### config.mk
export PLATFORM = sky130hd
export DESIGN_NAME = vid_blob_tracker
export DESIGN_NICKNAME = d
export VERILOG_FILES = /design/src/rtl/vid_blob_pkg.sv /design/src/rtl/vid_blob_class.sv /design/src/rtl/vid_blob_tracker.sv
export SDC_FILE = /design/constraint.sdc
export NUM_CORES = 2
export LEC_CHECK = 0
export CORE_MARGIN = 2
export CORE_UTILIZATION = 61
export CTS_CLUSTER_SIZE = 30
export DETAILED_ROUTE_END_ITERATION = 7
export PLACE_DENSITY = 0.78
export SETUP_SLACK_MARGIN = 0.2
export SYNTH_ARGS = -nofsm -noshare
export SYNTH_HDL_FRONTEND = slang
export SYNTH_SLANG_ARGS = --single-unit
### constraint.sdc
create_clock -name clk_clk -period 15.5 [get_ports clk_clk]
set_clock_uncertainty 0.15 [all_clocks]
set_input_delay 2.325 -clock clk_clk [delete_from_list [all_inputs] [get_ports clk_clk]]
set_output_delay 2.325 -clock clk_clk [all_outputs]
set_load 0.01 [all_outputs]
### src/rtl/vid_blob_pkg.sv
// ============================================================
// vid_blob_pkg : shared encodings for the blob tracker
// Revision: 1.0
// ============================================================
`default_nettype none

package vid_blob_pkg;

    localparam int COORD_W = 11;
    localparam int COUNT_W = 19;
    localparam int FCNT_W  = 16;

    localparam logic [1:0] MODE_PASS   = 2'd0;
    localparam logic [1:0] MODE_HILITE = 2'd1;
    localparam logic [1:0] MODE_MASK   = 2'd2;

    localparam logic [3:0] PKT_VIDEO = 4'h0;

    localparam logic [5:0] ADDR_CTRL   = 6'd0;
    localparam logic [5:0] ADDR_STATUS = 6'd1;
    localparam logic [5:0] ADDR_CLEAR  = 6'd2;
    localparam int         CH_BASE     = 8;
    localparam int         CH_STRIDE   = 8;

    localparam logic [2:0] OFF_LO     = 3'd0;
    localparam logic [2:0] OFF_HI     = 3'd1;
    localparam logic [2:0] OFF_COLOUR = 3'd2;
    localparam logic [2:0] OFF_BMIN   = 3'd3;
    localparam logic [2:0] OFF_BMAX   = 3'd4;
    localparam logic [2:0] OFF_RESULT = 3'd5;

    typedef enum logic [1:0] {
        ST_IDLE  = 2'd0,
        ST_VIDEO = 2'd1,
        ST_CTRL  = 2'd2
    } pkt_state_t;

    function automatic logic [31:0] pack_xy(input logic [COORD_W-1:0] x,
                                            input logic [COORD_W-1:0] y);
        return {5'd0, y, 5'd0, x};
    endfunction

endpackage

`default_nettype wire

### src/rtl/vid_blob_class.sv
// ============================================================
// vid_blob_class : one colour class - range compare, count, bbox
// Revision: 1.0
// ============================================================
`default_nettype none

module vid_blob_class
    import vid_blob_pkg::*;
#(
    parameter int DATA_W = 8,
    parameter int IMG_W  = 640,
    parameter int IMG_H  = 480
) (
    input  logic                  clk,
    input  logic                  rst_n,
    input  logic                  init,
    input  logic                  pix_en,
    input  logic                  latch,
    input  logic [3*DATA_W-1:0]   pixel,
    input  logic [3*DATA_W-1:0]   lo,
    input  logic [3*DATA_W-1:0]   hi,
    input  logic [COORD_W-1:0]    x,
    input  logic [COORD_W-1:0]    y,
    output logic                  match,
    output logic                  res_valid,
    output logic [COUNT_W-1:0]    res_count,
    output logic [COORD_W-1:0]    res_min_x,
    output logic [COORD_W-1:0]    res_min_y,
    output logic [COORD_W-1:0]    res_max_x,
    output logic [COORD_W-1:0]    res_max_y
);

    localparam logic [COORD_W-1:0] X_INIT = COORD_W'(IMG_W - 1);
    localparam logic [COORD_W-1:0] Y_INIT = COORD_W'(IMG_H - 1);

    logic [COUNT_W-1:0] cnt, cnt_nxt;
    logic [COORD_W-1:0] min_x, min_y, max_x, max_y;
    logic [COORD_W-1:0] min_x_nxt, min_y_nxt, max_x_nxt, max_y_nxt;
    logic               hit;

    always_comb begin
        match = 1'b1;
        for (int k = 0; k < 3; k++) begin
            if (pixel[k*DATA_W +: DATA_W] < lo[k*DATA_W +: DATA_W] ||
                pixel[k*DATA_W +: DATA_W] > hi[k*DATA_W +: DATA_W])
                match = 1'b0;
        end
    end

    assign hit = pix_en & match;

    // Next-state values include the current pixel so the EOP beat is counted when latched
    always_comb begin
        cnt_nxt   = (hit && cnt != '1) ? cnt + 1'b1 : cnt;
        min_x_nxt = (hit && x < min_x) ? x : min_x;
        min_y_nxt = (hit && y < min_y) ? y : min_y;
        max_x_nxt = (hit && x > max_x) ? x : max_x;
        max_y_nxt = (hit && y > max_y) ? y : max_y;
    end

    always_ff @(posedge clk) begin
        if (!rst_n) begin
            cnt       <= '0;
            min_x     <= X_INIT;
            min_y     <= Y_INIT;
            max_x     <= '0;
            max_y     <= '0;
            res_valid <= 1'b0;
            res_count <= '0;
            res_min_x <= '0;
            res_min_y <= '0;
            res_max_x <= '0;
            res_max_y <= '0;
        end else begin
            if (init) begin
                cnt   <= '0;
                min_x <= X_INIT;
                min_y <= Y_INIT;
                max_x <= '0;
                max_y <= '0;
            end else begin
                cnt   <= cnt_nxt;
                min_x <= min_x_nxt;
                min_y <= min_y_nxt;
                max_x <= max_x_nxt;
                max_y <= max_y_nxt;
            end
            if (latch) begin
                res_valid <= (cnt_nxt != '0);
                res_count <= cnt_nxt;
                res_min_x <= (cnt_nxt == '0) ? '0 : min_x_nxt;
                res_min_y <= (cnt_nxt == '0) ? '0 : min_y_nxt;
                res_max_x <= (cnt_nxt == '0) ? '0 : max_x_nxt;
                res_max_y <= (cnt_nxt == '0) ? '0 : max_y_nxt;
            end
        end
    end

endmodule

`default_nettype wire

### src/rtl/vid_blob_tracker.sv
// ============================================================
// vid_blob_tracker : colour-class blob tracker on Avalon-ST video
// Revision: 1.0
// ============================================================
`default_nettype none

module vid_blob_tracker
    import vid_blob_pkg::*;
#(
    parameter int DATA_W = 8,
    parameter int NUM_CH = 4,
    parameter int IMG_W  = 640,
    parameter int IMG_H  = 480
) (
    input  logic                  clk_clk,
    input  logic                  reset_reset_n,
    input  logic [3*DATA_W-1:0]   sink_data,
    input  logic                  sink_valid,
    input  logic                  sink_startofpacket,
    input  logic                  sink_endofpacket,
    output logic                  sink_ready,
    output logic [3*DATA_W-1:0]   source_data,
    output logic                  source_valid,
    output logic                  source_startofpacket,
    output logic                  source_endofpacket,
    input  logic                  source_ready,
    input  logic [5:0]            s_address,
    input  logic                  s_read,
    input  logic                  s_write,
    input  logic [31:0]           s_writedata,
    output logic [31:0]           s_readdata
);

    localparam int PIX_W  = 3 * DATA_W;
    localparam int NPIX   = IMG_W * IMG_H;
    localparam int PCNT_W = $clog2(NPIX + 1) + 1;
    localparam logic [COORD_W-1:0] X_LAST   = COORD_W'(IMG_W - 1);
    localparam logic [COORD_W-1:0] Y_LAST   = COORD_W'(IMG_H - 1);
    localparam logic [PCNT_W-1:0]  NPIX_C   = PCNT_W'(NPIX);
    localparam logic [PCNT_W-1:0]  NPIX_M1  = PCNT_W'(NPIX - 1);
    localparam logic [2:0]         NCH3     = 3'(NUM_CH);

    pkt_state_t state, state_nxt;

    logic              accept, vid_sop, pix_en, vid_eop;
    logic [COORD_W-1:0] x, y;
    logic [PCNT_W-1:0]  pix_cnt;
    logic               flag_short, flag_overrun;
    logic [FCNT_W-1:0]  frame_cnt;
    logic [1:0]         ctrl, mode_sh;

    logic [PIX_W-1:0]   lo    [NUM_CH];
    logic [PIX_W-1:0]   hi    [NUM_CH];
    logic [PIX_W-1:0]   col   [NUM_CH];
    logic [PIX_W-1:0]   lo_sh [NUM_CH];
    logic [PIX_W-1:0]   hi_sh [NUM_CH];
    logic [PIX_W-1:0]   col_sh[NUM_CH];

    logic [NUM_CH-1:0]  match;
    logic               res_valid [NUM_CH];
    logic [COUNT_W-1:0] res_count [NUM_CH];
    logic [COORD_W-1:0] res_min_x [NUM_CH];
    logic [COORD_W-1:0] res_min_y [NUM_CH];
    logic [COORD_W-1:0] res_max_x [NUM_CH];
    logic [COORD_W-1:0] res_max_y [NUM_CH];

    logic [PIX_W-1:0]   out_pix;
    logic [31:0]        rd_nxt;
    logic [5:0]         ch_rel;
    logic [2:0]         ch_idx, ch_off;
    logic               ch_hit;
    logic               unused_bits;

    assign sink_ready = source_ready | ~source_valid;
    assign accept     = sink_valid & sink_ready;
    assign vid_sop    = accept & sink_startofpacket & (sink_data[3:0] == PKT_VIDEO);
    assign pix_en     = accept & ~sink_startofpacket & (state == ST_VIDEO);
    assign vid_eop    = pix_en & sink_endofpacket;

    assign ch_rel      = s_address - 6'(CH_BASE);
    assign ch_idx      = ch_rel[5:3];
    assign ch_off      = ch_rel[2:0];
    assign ch_hit      = (s_address >= 6'(CH_BASE)) && (ch_idx < NCH3);
    assign unused_bits = ^s_writedata[31:PIX_W];

    always_ff @(posedge clk_clk) begin
        if (!reset_reset_n) state <= ST_IDLE;
        else                state <= state_nxt;
    end

    always_comb begin
        state_nxt = state;
        if (accept) begin
            if (sink_startofpacket) begin
                if (sink_endofpacket)
                    state_nxt = ST_IDLE;
                else if (sink_data[3:0] == PKT_VIDEO)
                    state_nxt = ST_VIDEO;
                else
                    state_nxt = ST_CTRL;
            end else if (sink_endofpacket) begin
                state_nxt = ST_IDLE;
            end
        end
    end

    generate
        for (genvar c = 0; c < NUM_CH; c++) begin : g_ch
            vid_blob_class #(
                .DATA_W (DATA_W),
                .IMG_W  (IMG_W),
                .IMG_H  (IMG_H)
            ) u_class (
                .clk       (clk_clk),
                .rst_n     (reset_reset_n),
                .init      (vid_sop),
                .pix_en    (pix_en),
                .latch     (vid_eop),
                .pixel     (sink_data),
                .lo        (lo_sh[c]),
                .hi        (hi_sh[c]),
                .x         (x),
                .y         (y),
                .match     (match[c]),
                .res_valid (res_valid[c]),
                .res_count (res_count[c]),
                .res_min_x (res_min_x[c]),
                .res_min_y (res_min_y[c]),
                .res_max_x (res_max_x[c]),
                .res_max_y (res_max_y[c])
            );
        end
    endgenerate

    always_comb begin
        out_pix = sink_data;
        if (pix_en) begin
            case (mode_sh)
                MODE_HILITE: begin
                    // Descending scan leaves the lowest-index match in place
                    for (int c = NUM_CH - 1; c >= 0; c--) begin
                        if (match[c]) out_pix = col_sh[c];
                    end
                end
                MODE_MASK: if (match == '0) out_pix = '0;
                default: ;
            endcase
        end
    end

    always_ff @(posedge clk_clk) begin
        if (!reset_reset_n) begin
            source_valid         <= 1'b0;
            source_data          <= '0;
            source_startofpacket <= 1'b0;
            source_endofpacket   <= 1'b0;
        end else if (accept) begin
            source_valid         <= 1'b1;
            source_data          <= out_pix;
            source_startofpacket <= sink_startofpacket;
            source_endofpacket   <= sink_endofpacket;
        end else if (source_ready) begin
            source_valid <= 1'b0;
        end
    end

    always_ff @(posedge clk_clk) begin
        if (!reset_reset_n) begin
            x       <= '0;
            y       <= '0;
            pix_cnt <= '0;
        end else if (vid_sop) begin
            x       <= '0;
            y       <= '0;
            pix_cnt <= '0;
        end else if (pix_en) begin
            if (pix_cnt != '1) pix_cnt <= pix_cnt + 1'b1;
            if (x == X_LAST) begin
                x <= '0;
                if (y != Y_LAST) y <= y + 1'b1;
            end else begin
                x <= x + 1'b1;
            end
        end
    end

    always_ff @(posedge clk_clk) begin
        if (!reset_reset_n) begin
            ctrl         <= MODE_PASS;
            mode_sh      <= MODE_PASS;
            flag_short   <= 1'b0;
            flag_overrun <= 1'b0;
            frame_cnt    <= '0;
            for (int c = 0; c < NUM_CH; c++) begin
                lo[c]     <= '1;
                hi[c]     <= '0;
                col[c]    <= '0;
                lo_sh[c]  <= '1;
                hi_sh[c]  <= '0;
                col_sh[c] <= '0;
            end
        end else begin
            if (s_write && s_address == ADDR_CTRL) ctrl <= s_writedata[1:0];
            if (s_write && s_address == ADDR_CLEAR && s_writedata[0]) begin
                flag_short   <= 1'b0;
                flag_overrun <= 1'b0;
            end
            for (int c = 0; c < NUM_CH; c++) begin
                if (s_write && ch_hit && ch_idx == 3'(c)) begin
                    if (ch_off == OFF_LO)     lo[c]  <= s_writedata[PIX_W-1:0];
                    if (ch_off == OFF_HI)     hi[c]  <= s_writedata[PIX_W-1:0];
                    if (ch_off == OFF_COLOUR) col[c] <= s_writedata[PIX_W-1:0];
                end
            end
            if (vid_sop) begin
                mode_sh <= ctrl;
                for (int c = 0; c < NUM_CH; c++) begin
                    lo_sh[c]  <= lo[c];
                    hi_sh[c]  <= hi[c];
                    col_sh[c] <= col[c];
                end
            end
            // A pixel beyond the nominal frame size means y had nowhere left to go
            if (pix_en && pix_cnt >= NPIX_C) flag_overrun <= 1'b1;
            if (vid_eop) begin
                frame_cnt <= frame_cnt + 1'b1;
                if (pix_cnt < NPIX_M1) flag_short <= 1'b1;
            end
        end
    end

    always_comb begin
        rd_nxt = '0;
        if (s_address == ADDR_CTRL) begin
            rd_nxt = {30'd0, ctrl};
        end else if (s_address == ADDR_STATUS) begin
            rd_nxt = {14'd0, flag_short, flag_overrun, frame_cnt};
        end else if (ch_hit) begin
            for (int c = 0; c < NUM_CH; c++) begin
                if (ch_idx == 3'(c)) begin
                    case (ch_off)
                        OFF_LO:     rd_nxt = 32'(lo[c]);
                        OFF_HI:     rd_nxt = 32'(hi[c]);
                        OFF_COLOUR: rd_nxt = 32'(col[c]);
                        OFF_BMIN:   rd_nxt = pack_xy(res_min_x[c], res_min_y[c]);
                        OFF_BMAX:   rd_nxt = pack_xy(res_max_x[c], res_max_y[c]);
                        OFF_RESULT: rd_nxt = {res_valid[c], 12'd0, res_count[c]};
                        default:    rd_nxt = '0;
                    endcase
                end
            end
        end
    end

    always_ff @(posedge clk_clk) begin
        if (!reset_reset_n)  s_readdata <= '0;
        else if (s_read)     s_readdata <= rd_nxt;
    end

endmodule

`default_nettype wire

==> key figures <==
Worst setup path
  – CP Data Arrival Time: 8.63 ns
  – Crit end category: register
  – CP Max Fanout: 23
  – Critical path required time: 15.93 ns
  – WS Path Type: input pin to register
  – Worst Reg-to-Reg Cells: 13
  – Worst Setup Start Kind: input pin
  – Reg-to-reg startpoint: lo_sh[3][18]$_SDFFCE_PN1P_
  – Crit. Startpoint: sink_data[17]

Synth
  – Synth warnings: 0
  – Synth Flop Type: dfxtp_1
  – Seq/Total Area, Yosys: 50.5%
  – Post-Syn Area: 59,200 um2
  – EDFF count, synth: 576
  – Mapped Cells: 5,902
  – Flops & latches, synth: 1,205
  – Post-synth cell types: 83
  – Avg Cell Area, Syn: 10.0 um2
  – Ys async rst share: 0%

Placement
  – DP Worst Slack: 6.91 ns
  – GPL Wtd Cong: 0.993
  – DP Wirelength: 134 mm
  – PortBufs: 117
  – Placed Area: 61,500 um2
  – Dpl cells: 7,030

Clocking
  – Hold Buf Count CTS: 0
  – Reg clk slew, reported paths: 0.06 ns
  – Resize count post-CTS: 0
  – Clock buffer depth: 3
  – TritonCTS clock tree: built
  – TritonCTS buffer count: 117
  – Setup repair bufs after CTS: 0
  – Clk root buf: clkbuf_16
  – Sink Count: 1,205
  – H-tree depth: 3
  – Worst skew pair latency: 0.72 ns

Global route
  – GRT Util Overall: 38.1%
  – Met3 Use GR: 12.7%
  – First-pass GRT wire length: 279 mm
  – Antenna violations before repair: 17
  – Met2 GRT Util: 56.1%
  – Vias in the first global route: 44,000
  – Largest net degree at the start of global routing: 153
  – GR Overflow Total: 0
  – Met1 usage: 51.4%
  – Busiest grt layer: met2

Layout
  – Final Non-Filler Cells: 7,256
  – NumNets Final: 6,302
  – Final instance area: 65,600 um2
  – Layout cells sized above 1: 7.80%
  – Fill cell total of the finished layout: 7,381
  – Area Overhead vs Synth: 10.9%

STA
  – Min cycle time layout: 8.20 ns
  – Fin worst setup slack: 7.30 ns
  – Fmax: 0.122 GHz
  – Slew Viols, Final: 0
  – Slew HR: 20.9%
  – Hold WS: 0.304 ns
  – Tcrit/Tclk final: 52.9%
  – Final setup vio count: 0
  – Final hold viol count: 0
  – RSZ-0062 raised after global routing: no
  – Setup TNS: 0 ns
  – Slew @ Worst Pin: 1.18 ns

Routing
  – # DRC: 0
  – Average wire per standard cell: 26.5 um
  – Vias post-DR: 46,900
  – Starting DRT DRC Count: 6,636
  – Vias per inst: 6.46
  – WL final: 192 mm
  – Drt pass-1 iters: 7
  – Routed Antenna Nets: 0

Power
  – Switch Pwr: 1620 uW
  – PD cells: 105 nW/um2
  – Clock network fraction of total power: 43.6%
  – Leakage Power: 0.0257 uW
  – Combinational share of power: 6.1%
  – Switching Share: 23.5%
  – Maximum VDD drop: 0.0865 mV
  – Reg power frac: 50.3%
  – Pint: 5270 uW

Floorplan
  – Die area: 99,500 um2
  – Row cnt: 114
  – Core Region: 96,400 um2
  – Die width: 315 um
  – Starting Density: 61.3%
  – Die Y: 315 um
  – Boundary Pins: 130

Min path
  – Worst Min Path Start: g_ch[1].u_class.res_min_y[10]$_SDFFE_PN0P_
  – Hold WC Path Type: register to register
  – Hold Path Stages: 2

Status
  – Status: completed

Flow run
  – Max_cap viols: 0
==> final cells by class <==
type / count / area, um2 / area share, %
Clock inverter: 64 / 721 / 1.10
Timing Repair Buffer: 238 / 2080 / 3.18
Antenna cell: 3 / 7.51 / 0.0114
Clock buffer: 159 / 3320 / 5.06
Tap cell: 1276 / 1600 / 2.43
Sequential cell: 1205 / 29900 / 45.6
Multi-Input combinational cell: 3935 / 26500 / 40.5
Inverter: 376 / 1420 / 2.17
==> worst paths after layout <==
path | slack [ns] | to
worst max-delay path | 7.30 | g_ch[3].u_class.res_min_y[10]$_SDFFE_PN0P_
worst min-delay path | 0.30 | g_ch[1].u_class.res_min_y[10]$_SDFFE_PN0P_
worst max register to register | 9.57 | g_ch[3].u_class.res_min_y[10]$_SDFFE_PN0P_
worst min register to register | 0.30 | g_ch[1].u_class.res_min_y[10]$_SDFFE_PN0P_
==> kinds of logic (layout without fill, tap and decap cells) <==
family,after synthesis,after routing,synth area share (%)
XOR/XNOR,143,143,2.12
other,1,7,0.00634
AO/OA/AOI/OAI,1137,1137,12.7
AND/OR/NAND/NOR,2004,2004,17.1
flip-flops,1205,1205,50.5
buffers and inverters,765,837,5.03
multiplexers,288,288,4.97
adder cells (fa/ha/maj),359,359,7.59
==> sequential cells by signal, indices dropped and copies added, names as in the netlist, 76 cells and up <==
name                    flops
lo_sh                      96
col_sh                     96
g_ch.u_class.cnt           76
hi_sh                      96
hi                         96
col                        96
g_ch.u_class.res_count     76
lo                         96
==> metrics by stage <==
step / total power, uW / util [%]
2_1_floorplan: 3720 / -
3_3_place_gp: 3910 / 63.8
3_5_place_dp: 3920 / 63.8
4_1_cts: 6860 / 68.0
5_1_grt: 7020 / 68.0
6_report: 6880 / 68.0
==> routing by layer <==
metal / vias to the layer above / routed length (um)
li1: 20900 / -
met1: 22500 / 73500
met2: 2990 / 80900
met3: 523 / 28100
met4: 22 / 9490
met5: - / 275
==> worst max-delay path: stages <==
cell and delay (ns):
clkdlybuf4s50_1 0.78, ha_1 0.49, o21ai_0 0.07, o21bai_1 0.21, a211oi_1 0.10, o21ai_0 0.80
nand4_1 0.83, nor2_1 0.93, and4_1 0.31, o211ai_1 0.16, o31ai_4 1.02, buf_4 0.44
o21ai_0 0.15
==> Yosys cell counts, types with 14 or more instances <==
library cell / n / area (um2)
mux2i_1: 271 / 2710
a22oi_1: 122 / 916
a221oi_1: 47 / 412
a31oi_1: 28 / 175
a21oi_1: 233 / 1170
or2_2: 31 / 194
nand2_1: 438 / 1640
o221ai_1: 39 / 342
nand3_1: 100 / 500
and4_1: 21 / 184
buf_1: 28 / 105
o2111ai_1: 14 / 123
mux2_2: 14 / 158
o211ai_1: 32 / 240
nand2b_1: 26 / 163
a211oi_1: 109 / 818
nand4_1: 70 / 438
o22ai_1: 15 / 93.8
dfxtp_1: 629 / 12600
and3_1: 62 / 388
or3_1: 176 / 1100
a21o_1: 40 / 300
xor2_1: 67 / 587
nor2b_1: 42 / 263
edfxtp_1: 576 / 17300
a22o_1: 16 / 140
ha_1: 359 / 4490
inv_1: 375 / 1410
o21ai_0: 288 / 1440
a32oi_1: 14 / 123
and2_1: 412 / 2580
xnor2_1: 76 / 666
nor4_1: 18 / 113
nor2_1: 514 / 1930
clkbuf_1: 340 / 1280
o21ai_2: 40 / 350
o21a_1: 20 / 150
nor3_1: 60 / 300
==> cell usage in the layout (no fill, tap or decap), drive strengths merged, types with 28 or more instances in the layout <==
cell / instances
inv: 381
nand3: 100
a21oi: 233
mux2i: 271
a221oi: 47
a22oi: 122
or2: 32
clkinv: 39
nand4: 70
a211oi: 109
clkdlybuf4s50: 112
or3: 176
nor2: 514
xnor2: 76
buf: 126
and2: 414
o211ai: 32
dfxtp: 629
o21ai: 331
xor2: 67
nor2b: 42
nand2: 439
edfxtp: 576
ha: 359
and3: 63
clkbuf: 159
nor3: 60
a31oi: 28
o221ai: 39
a21o: 40
==> power by group through the flow <==
stage	sequential, uW	clock [uW]	combinational (uW)
2_1_floorplan	3510	0	213
3_3_place_gp	3520	0	390
3_5_place_dp	3520	0	401
4_1_cts	3450	3000	404
5_1_grt	3460	3120	436
6_report	3460	3000	420
Note: power is estimated with default switching activity, not from simulation.
